===== src/rtl/edge_pattern_generator.sv =====
`default_nettype none
// ============================================================================
// Module      : edge_pattern_generator
// Description : Generates a train of num_pulses high pulses on pulse_out,
//               each high_len cycles wide and separated by low_len low
//               cycles. Edge strobes and a completion flag accompany the
//               waveform so it can drive edge-sensitive logic or be looped
//               back into an edge detector.
// Ports       : clk         - system clock, rising edge
//               reset       - synchronous reset, active-high
//               start       - begin a train (only when busy=0)
//               abort       - cancel a running train
//               high_len    - high phase length (0 treated as 1)
//               low_len     - low phase length (0 treated as 1)
//               num_pulses  - pulses per train (0 ignores start)
//               pulse_out   - generated waveform (registered)
//               rise_strobe - first cycle of each high phase
//               fall_strobe - first low cycle after a high phase
//               busy        - train in progress
//               done        - one-cycle flag on normal completion
// Revision    : 1.0 - initial release
// ============================================================================
module edge_pattern_generator #(
  parameter int CNT_W = 8,
  parameter int NUM_W = 8
) (
  input  logic             clk,
  input  logic             reset,
  input  logic             start,
  input  logic             abort,
  input  logic [CNT_W-1:0] high_len,
  input  logic [CNT_W-1:0] low_len,
  input  logic [NUM_W-1:0] num_pulses,
  output logic             pulse_out,
  output logic             rise_strobe,
  output logic             fall_strobe,
  output logic             busy,
  output logic             done
);

  typedef enum logic [1:0] {
    S_IDLE = 2'd0,
    S_HIGH = 2'd1,
    S_LOW  = 2'd2
  } state_t;

  localparam logic [CNT_W-1:0] c_cnt_one = CNT_W'(1);
  localparam logic [NUM_W-1:0] c_rem_one = NUM_W'(1);

  state_t           r_state,     w_state_nxt;
  logic [CNT_W-1:0] r_phase_cnt, w_phase_cnt_nxt;
  logic [CNT_W-1:0] r_high_len,  w_high_len_nxt;
  logic [CNT_W-1:0] r_low_len,   w_low_len_nxt;
  logic [NUM_W-1:0] r_remaining, w_remaining_nxt;
  logic             w_done_nxt;
  logic             w_pulse_nxt;
  logic [CNT_W-1:0] w_high_clamp;
  logic [CNT_W-1:0] w_low_clamp;

  // A zero length would otherwise underflow the phase counter on load.
  assign w_high_clamp = (high_len == '0) ? c_cnt_one : high_len;
  assign w_low_clamp  = (low_len  == '0) ? c_cnt_one : low_len;

  always_comb begin
    w_state_nxt     = r_state;
    w_phase_cnt_nxt = r_phase_cnt;
    w_high_len_nxt  = r_high_len;
    w_low_len_nxt   = r_low_len;
    w_remaining_nxt = r_remaining;
    w_done_nxt      = 1'b0;

    case (r_state)
      S_IDLE: begin
        // abort is deliberately not examined here: start wins in IDLE.
        if (start && (num_pulses != '0)) begin
          w_state_nxt     = S_HIGH;
          w_high_len_nxt  = w_high_clamp;
          w_low_len_nxt   = w_low_clamp;
          w_phase_cnt_nxt = w_high_clamp - c_cnt_one;
          w_remaining_nxt = num_pulses;
        end
      end

      S_HIGH: begin
        if (abort) begin
          w_state_nxt     = S_IDLE;
          w_remaining_nxt = '0;
        end else if (r_phase_cnt == '0) begin
          if (r_remaining == c_rem_one) begin
            // Last pulse: no trailing low phase is generated.
            w_state_nxt     = S_IDLE;
            w_remaining_nxt = '0;
            w_done_nxt      = 1'b1;
          end else begin
            w_state_nxt     = S_LOW;
            w_phase_cnt_nxt = r_low_len - c_cnt_one;
            w_remaining_nxt = r_remaining - c_rem_one;
          end
        end else begin
          w_phase_cnt_nxt = r_phase_cnt - c_cnt_one;
        end
      end

      S_LOW: begin
        if (abort) begin
          w_state_nxt     = S_IDLE;
          w_remaining_nxt = '0;
        end else if (r_phase_cnt == '0) begin
          w_state_nxt     = S_HIGH;
          w_phase_cnt_nxt = r_high_len - c_cnt_one;
        end else begin
          w_phase_cnt_nxt = r_phase_cnt - c_cnt_one;
        end
      end

      default: begin
        w_state_nxt     = S_IDLE;
        w_remaining_nxt = '0;
      end
    endcase
  end

  // The waveform is high exactly while the next state is HIGH; strobes are
  // derived from the change against the current registered waveform, which
  // also covers the abort case (fall only if the output was high).
  assign w_pulse_nxt = (w_state_nxt == S_HIGH);

  always_ff @(posedge clk) begin
    if (reset) begin
      r_state     <= S_IDLE;
      r_phase_cnt <= '0;
      r_high_len  <= '0;
      r_low_len   <= '0;
      r_remaining <= '0;
      pulse_out   <= 1'b0;
      rise_strobe <= 1'b0;
      fall_strobe <= 1'b0;
      busy        <= 1'b0;
      done        <= 1'b0;
    end else begin
      r_state     <= w_state_nxt;
      r_phase_cnt <= w_phase_cnt_nxt;
      r_high_len  <= w_high_len_nxt;
      r_low_len   <= w_low_len_nxt;
      r_remaining <= w_remaining_nxt;
      pulse_out   <= w_pulse_nxt;
      rise_strobe <= w_pulse_nxt & ~pulse_out;
      fall_strobe <= ~w_pulse_nxt & pulse_out;
      busy        <= (w_state_nxt != S_IDLE);
      done        <= w_done_nxt;
    end
  end

endmodule
`default_nettype wire

===== config.mk =====
export PLATFORM = sky130hd
export DESIGN_NAME = edge_pattern_generator
export DESIGN_NICKNAME = d
export VERILOG_FILES = /design/src/rtl/edge_pattern_generator.sv
export SDC_FILE = /design/constraint.sdc
export NUM_CORES = 1
export LEC_CHECK = 0
export CORE_UTILIZATION = 50
export DETAILED_ROUTE_END_ITERATION = 10
export PLACE_DENSITY = 0.8
export SYNTH_ARGS = -nofsm -noshare
export SYNTH_HDL_FRONTEND = slang
export SYNTH_SLANG_ARGS = --single-unit

===== constraint.sdc =====
create_clock -name clk -period 2.7 [get_ports clk]
set_input_delay 0.81 -clock clk [delete_from_list [all_inputs] [get_ports clk]]
set_output_delay 0.81 -clock clk [all_outputs]
set_load 0.1 [all_outputs]

# == Word-level counts from Yosys, hierarchy flattened ==
# Index checks and enable logic that the tools add are counted.
# totals
output_inout_bits,5
ff_bits,39
# op_classes
n_reduce_logical,12
eq_ne,10
addsub,5
bitwise_logic,6
n_mux,23
# ops
cell,count
$mux W8,13
$pmux W8 S3,2
$sub A8 B1 Y8 const B,5
$logic_not A8 Y1,3
$mux W2,6
$eq A8 B1 Y1 const B,1
$ne A2 B2 Y1 const B,4
$reduce_bool A8 Y1,1
$ne A3 B3 Y1 const B,2
$pmux W2 S3,1
$reduce_and A5 Y1,1
$eq A2 B1 Y1 const B,2
$not A1 Y1,4
$reduce_or A4 Y1,1
$reduce_and A3 Y1,1
$reduce_bool A3 Y1,1
$and A1 B1 Y1,2
$eq A2 B2 Y1 const B,1
$logic_not A2 Y1,1
$reduce_and A2 Y1,1
$reduce_bool A2 Y1,1
$logic_and A1 B1 Y1,1
$mux W1,1

# == Depth between registers and ports, before layout ==
# logic_depth
depth_word,8
mapped_depth,10
mapped_depth_nobuf,8

# == Least setup slack after synthesis ==
# OpenSTA, ideal clock, no wires.
# synth_path
kind,input-to-reg
from,input high_len[5]
to,register r_phase_cnt[4]
cell_stages,8
setup_ps,130
setup_slack_ps,367
arrival_time_ps,2203
path_cell_list,nor4_1 > a31oi_1 > ha_1 > nand2_1 > xor2_1 > nor2_1 > nor3_1 > nor3_2
# synth_via
elab_chain_len,5
# synth_lines
item,line,source
from (decl),31,"input logic [CNT_W-1:0] high_len,"
$logic_not A8 Y1,61,assign w_high_clamp = (high_len == '0) ? c_cnt_one : high_len;
$mux W8,61,
$sub A8 B1 Y8,79,w_phase_cnt_nxt = w_high_clamp - c_cnt_one;
$mux W8,75,if (start && (num_pulses != '0)) begin
$pmux W8 S3,72,case (r_state)
to (signal assigned),142,r_phase_cnt <= w_phase_cnt_nxt;
to (decl),51,"logic [CNT_W-1:0] r_phase_cnt, w_phase_cnt_nxt;"
# No other way between the ends. The select of a mux whose other input is x is not followed.
# A chain may end at the register's enable or synchronous reset.

# == Worst setup path in the final report ==
# layout_path
from,input num_pulses[0]
to,register r_phase_cnt[3]
# layout_via
elab_chain_len,4
# layout_lines
item,line,source
from (decl),33,"input logic [NUM_W-1:0] num_pulses,"
$reduce_bool A8 Y1,75,
$logic_and A1 B1 Y1,75,
$ne A2 B2 Y1 (no source line),-,
$reduce_and A5 Y1 (no source line),-,
# No other way between the ends.

==> impl_results.md <==
- Mapped cell area: around 2500 um^2
- Commonest cells in the netlist: dfxtp_1 (39), nor2_1 (33), nand2_1 (19)
- Die Ht: 73.1 um
- Deepest level of the CTS H-tree: 2
- Reg clk slew, reported paths: ~0.08 ns
- Max Slew Vio Count: 0
- GPL Wtd Cong: approximately 0.90
- Critical path, cell by cell: clkdlybuf4s50_1 -> or4_1 -> o21ai_1 -> nand2_1 -> o21ai_4 -> nor3_1 -> a32o_1
- WP depth: 7
- Die width: roughly 73 um
- GRT Residual Overflow: 0
- Clk_skew: around 0.011 ns
- Wirelength per Cell: ~14 um
- Port Buffers: 32
- Slew @ Worst Pin: ~0.74 ns
- Total Wirelength: 5.91 mm
- Fmax: 0.388 GHz
- Area contributors post-synth: dfxtp_1 (31%), mux2i_1 (5.9%), ha_1 (5.4%)
- Post-Synth Simple-Gate Area: a little under a quarter
- Yosys reg bits: 39
- Yosys top cell by area: dfxtp_1
- Initial antenna violation count: 0
- DRC: 0
- Synth Area in Compound Gates: 21.9%
- VDD IR max: ~0.00046 V
- PD cells: roughly 650 nW/um^2
- Multi-input gate area: between 1500 and 2000 um^2
- I/O Pins: 33
- Primary FF master, synth: dfxtp_1
- Leakage Power: ~1.3 nW
- Pin count of the biggest net entering global routing: 39
- Vias in the first global route: 2,223
- Clk buf depth: 2
- Die area: 5350 um^2
- Syn nets: between 300 and 400
- Gr usage total: 24.6%
- CP top delay family: simple AND/OR/NAND/NOR gates
- Clk sink count: 39
- Mux cell area share after synthesis: about 6%
- Filler Cell Count: between 400 and 500
- Slowest CP cell: or4_1
- Layout cells sized above 1: 13.9%
- Biggest cell delay along the critical path: 0.56 ns
- Xor and xnor fraction of the mapped netlist area: between 7 and 8%
- # rows: 25
- Postcts setup bufs: 0
- WHS Path Cells: 1
- Reg-to-reg setup timing slack: slightly below 0.4 ns
- Setup Crit Path Kind: primary input to register
- HPWL after detailed placement: around 4.4 mm
- Fin crit share: about 96%
- Avg Cell Area, Syn: 8.49 um^2
- Final Cell Area: 3110 um^2
- Crit path DAT: roughly 2.8 ns
- Adder-cell area share of the yosys netlist: roughly 5.4%
- Placement Setup Slack: -0.138 ns
- Final hold vios: 0
- Relative slew slack: 49.9%
- Nets@finish: 384
- WP buf/inv: 1
- Count leader, synth: dfxtp_1
- Status: completed
- Max-cap violations: 0
- DRT iter0 DRCs: 180
- CP required: 2.88 ns
- Largest family of logic cells by synthesized area: simple AND/OR/NAND/NOR gates
- Initial Utilization: a little over half
- First-pass GRT wire length: 10.2 mm
- Dpl cell area: approximately 3000 um^2
- Post-Synthesis Cells: about 300
- Antenna Violating Nets Remaining: 0
- Area delta synth->final: 22.8%
- Seq/Total Area, Yosys: between 30% and 40%
- Via Count: between 2,000 and 2,500
- # setup viols final: 0
- CTS tree: yes
- FF+latch area: approximately 800 um^2
- Synth Warn #: 0
- Ys async rst share: 0%
- # diodes: 0
- Worst min-delay path category: register to register
- RSZ-0062 raised after global routing: false
- CP endpoint kind: register
- Clock root buffer: clkbuf_8
- Vias/cell: approximately 5.7
- CTS buffer count: 5
- Synth top area share: between 30% and 40%
- Final min period: 2.58 ns
- Synth unique cells: 57
- Reg2Reg Depth: 8
- Number of flops mapped to enable cells by yosys: 0
- Skew-Pair Late Insertion Delay: roughly 0.30 ns
- CP Max Fanout: 15
- Core area: approximately 4800 um^2
- Critical path launch point type: primary input
- TritonRoute pass-1 iters: 5
- Setup ws final: around 0.12 ns
## final timing paths
| path | end | start |
|---|---|---|
| hold / removal | rise_strobe$_SDFF_PP0_ | pulse_out$_SDFF_PP0_ |
| setup reg to reg | r_phase_cnt[3]$_SDFFE_PP0P_ | r_phase_cnt[0]$_SDFFE_PP0P_ |
| hold reg to reg | rise_strobe$_SDFF_PP0_ | pulse_out$_SDFF_PP0_ |
| setup / recovery | r_phase_cnt[3]$_SDFFE_PP0P_ | num_pulses[0] |
## cell families (layout without fill, tap and decap cells)
logic type / after synthesis / after routing
XOR/XNOR: 21 / 21
flip-flops: 39 / 39
multiplexers: 15 / 15
AO/OA/AOI/OAI: 77 / 77
buffers and inverters: 29 / 77
AND/OR/NAND/NOR: 106 / 106
adder cells (fa/ha/maj): 11 / 11
## cells in the final DEF (no fill, tap or decap), types with 2 or more instances in the layout
cell and count:
dfxtp_1 39, nor2_1 33, clkdlybuf4s50_1 27, buf_4 24
nand2_1 19, a21oi_1 18, inv_1 17, nor3_1 16
mux2i_1 15, xor2_1 11, ha_1 11, xnor2_1 10
a211oi_1 9, o21ai_0 9, nand3_1 7, clkbuf_8 6
nor4_1 5, nor3b_1 5, o22ai_1 4, a31oi_1 3
or4_1 3, o221ai_1 3, o211ai_1 2, nor4_4 2
a21oi_2 2, o21ai_1 2, o21a_1 2, nand2b_1 2
o21ai_4 2, a221oi_1 2, a22oi_1 2, or2_2 2
o211a_1 2, o41ai_1 2, or3_1 2, nor2b_1 2
o31ai_1 2, a32o_1 2
## what timing repair did
action	CTS	global route
setup endpoints to repair	0	1
resized for setup	0	1
hold buffers	0	0
## area by class of cell
type	instances	share of cell area, %
well taps	67	2.70
multi-input cells	230	51.9
clock inverters	1	0.282
flip-flops and latches	39	25.1
clock buffers	7	2.78
inverters	17	2.05
repair buffers	52	15.1
## where the power goes
part           internal [mW]  switching [mW]
sequential             0.649          0.0814
combinational          0.371           0.506
clock                  0.209           0.204
total                   1.23           0.792
## routing by layer
layer	up-vias	part of all wire [%]	GRT usage [%]	routed length [um]
met5	-	0	0	0
met4	0	1.4	7.63	82
met3	10	5.1	4.83	300
met2	79	47	40.1	2790
met1	1105	46	32.6	2740
li1	1180	-	-	-
## sequential cells by signal, indices dropped and copies added, names as in the netlist
| signal | flops |
|---|---|
| r_high_len | 8 |
| r_low_len | 8 |
| r_phase_cnt | 8 |
| r_remaining | 8 |
| r_state | 2 |
| busy | 1 |
| done | 1 |
| fall_strobe | 1 |
| pulse_out | 1 |
| rise_strobe | 1 |
## metrics by stage
stage,hold WS (ns),TNS (ns),power (mW),util [%],cells
floorplan,0.464,0,1.41,-,298
global placement,0.446,-0.644,1.58,62.7,405
detailed placement,0.448,-1.34,1.60,62.7,405
CTS,0.460,0,2.01,64.7,413
global route,0.503,0,2.15,64.9,413
finish,0.460,0,2.02,64.9,413
Power figures use the tool's default switching activity.
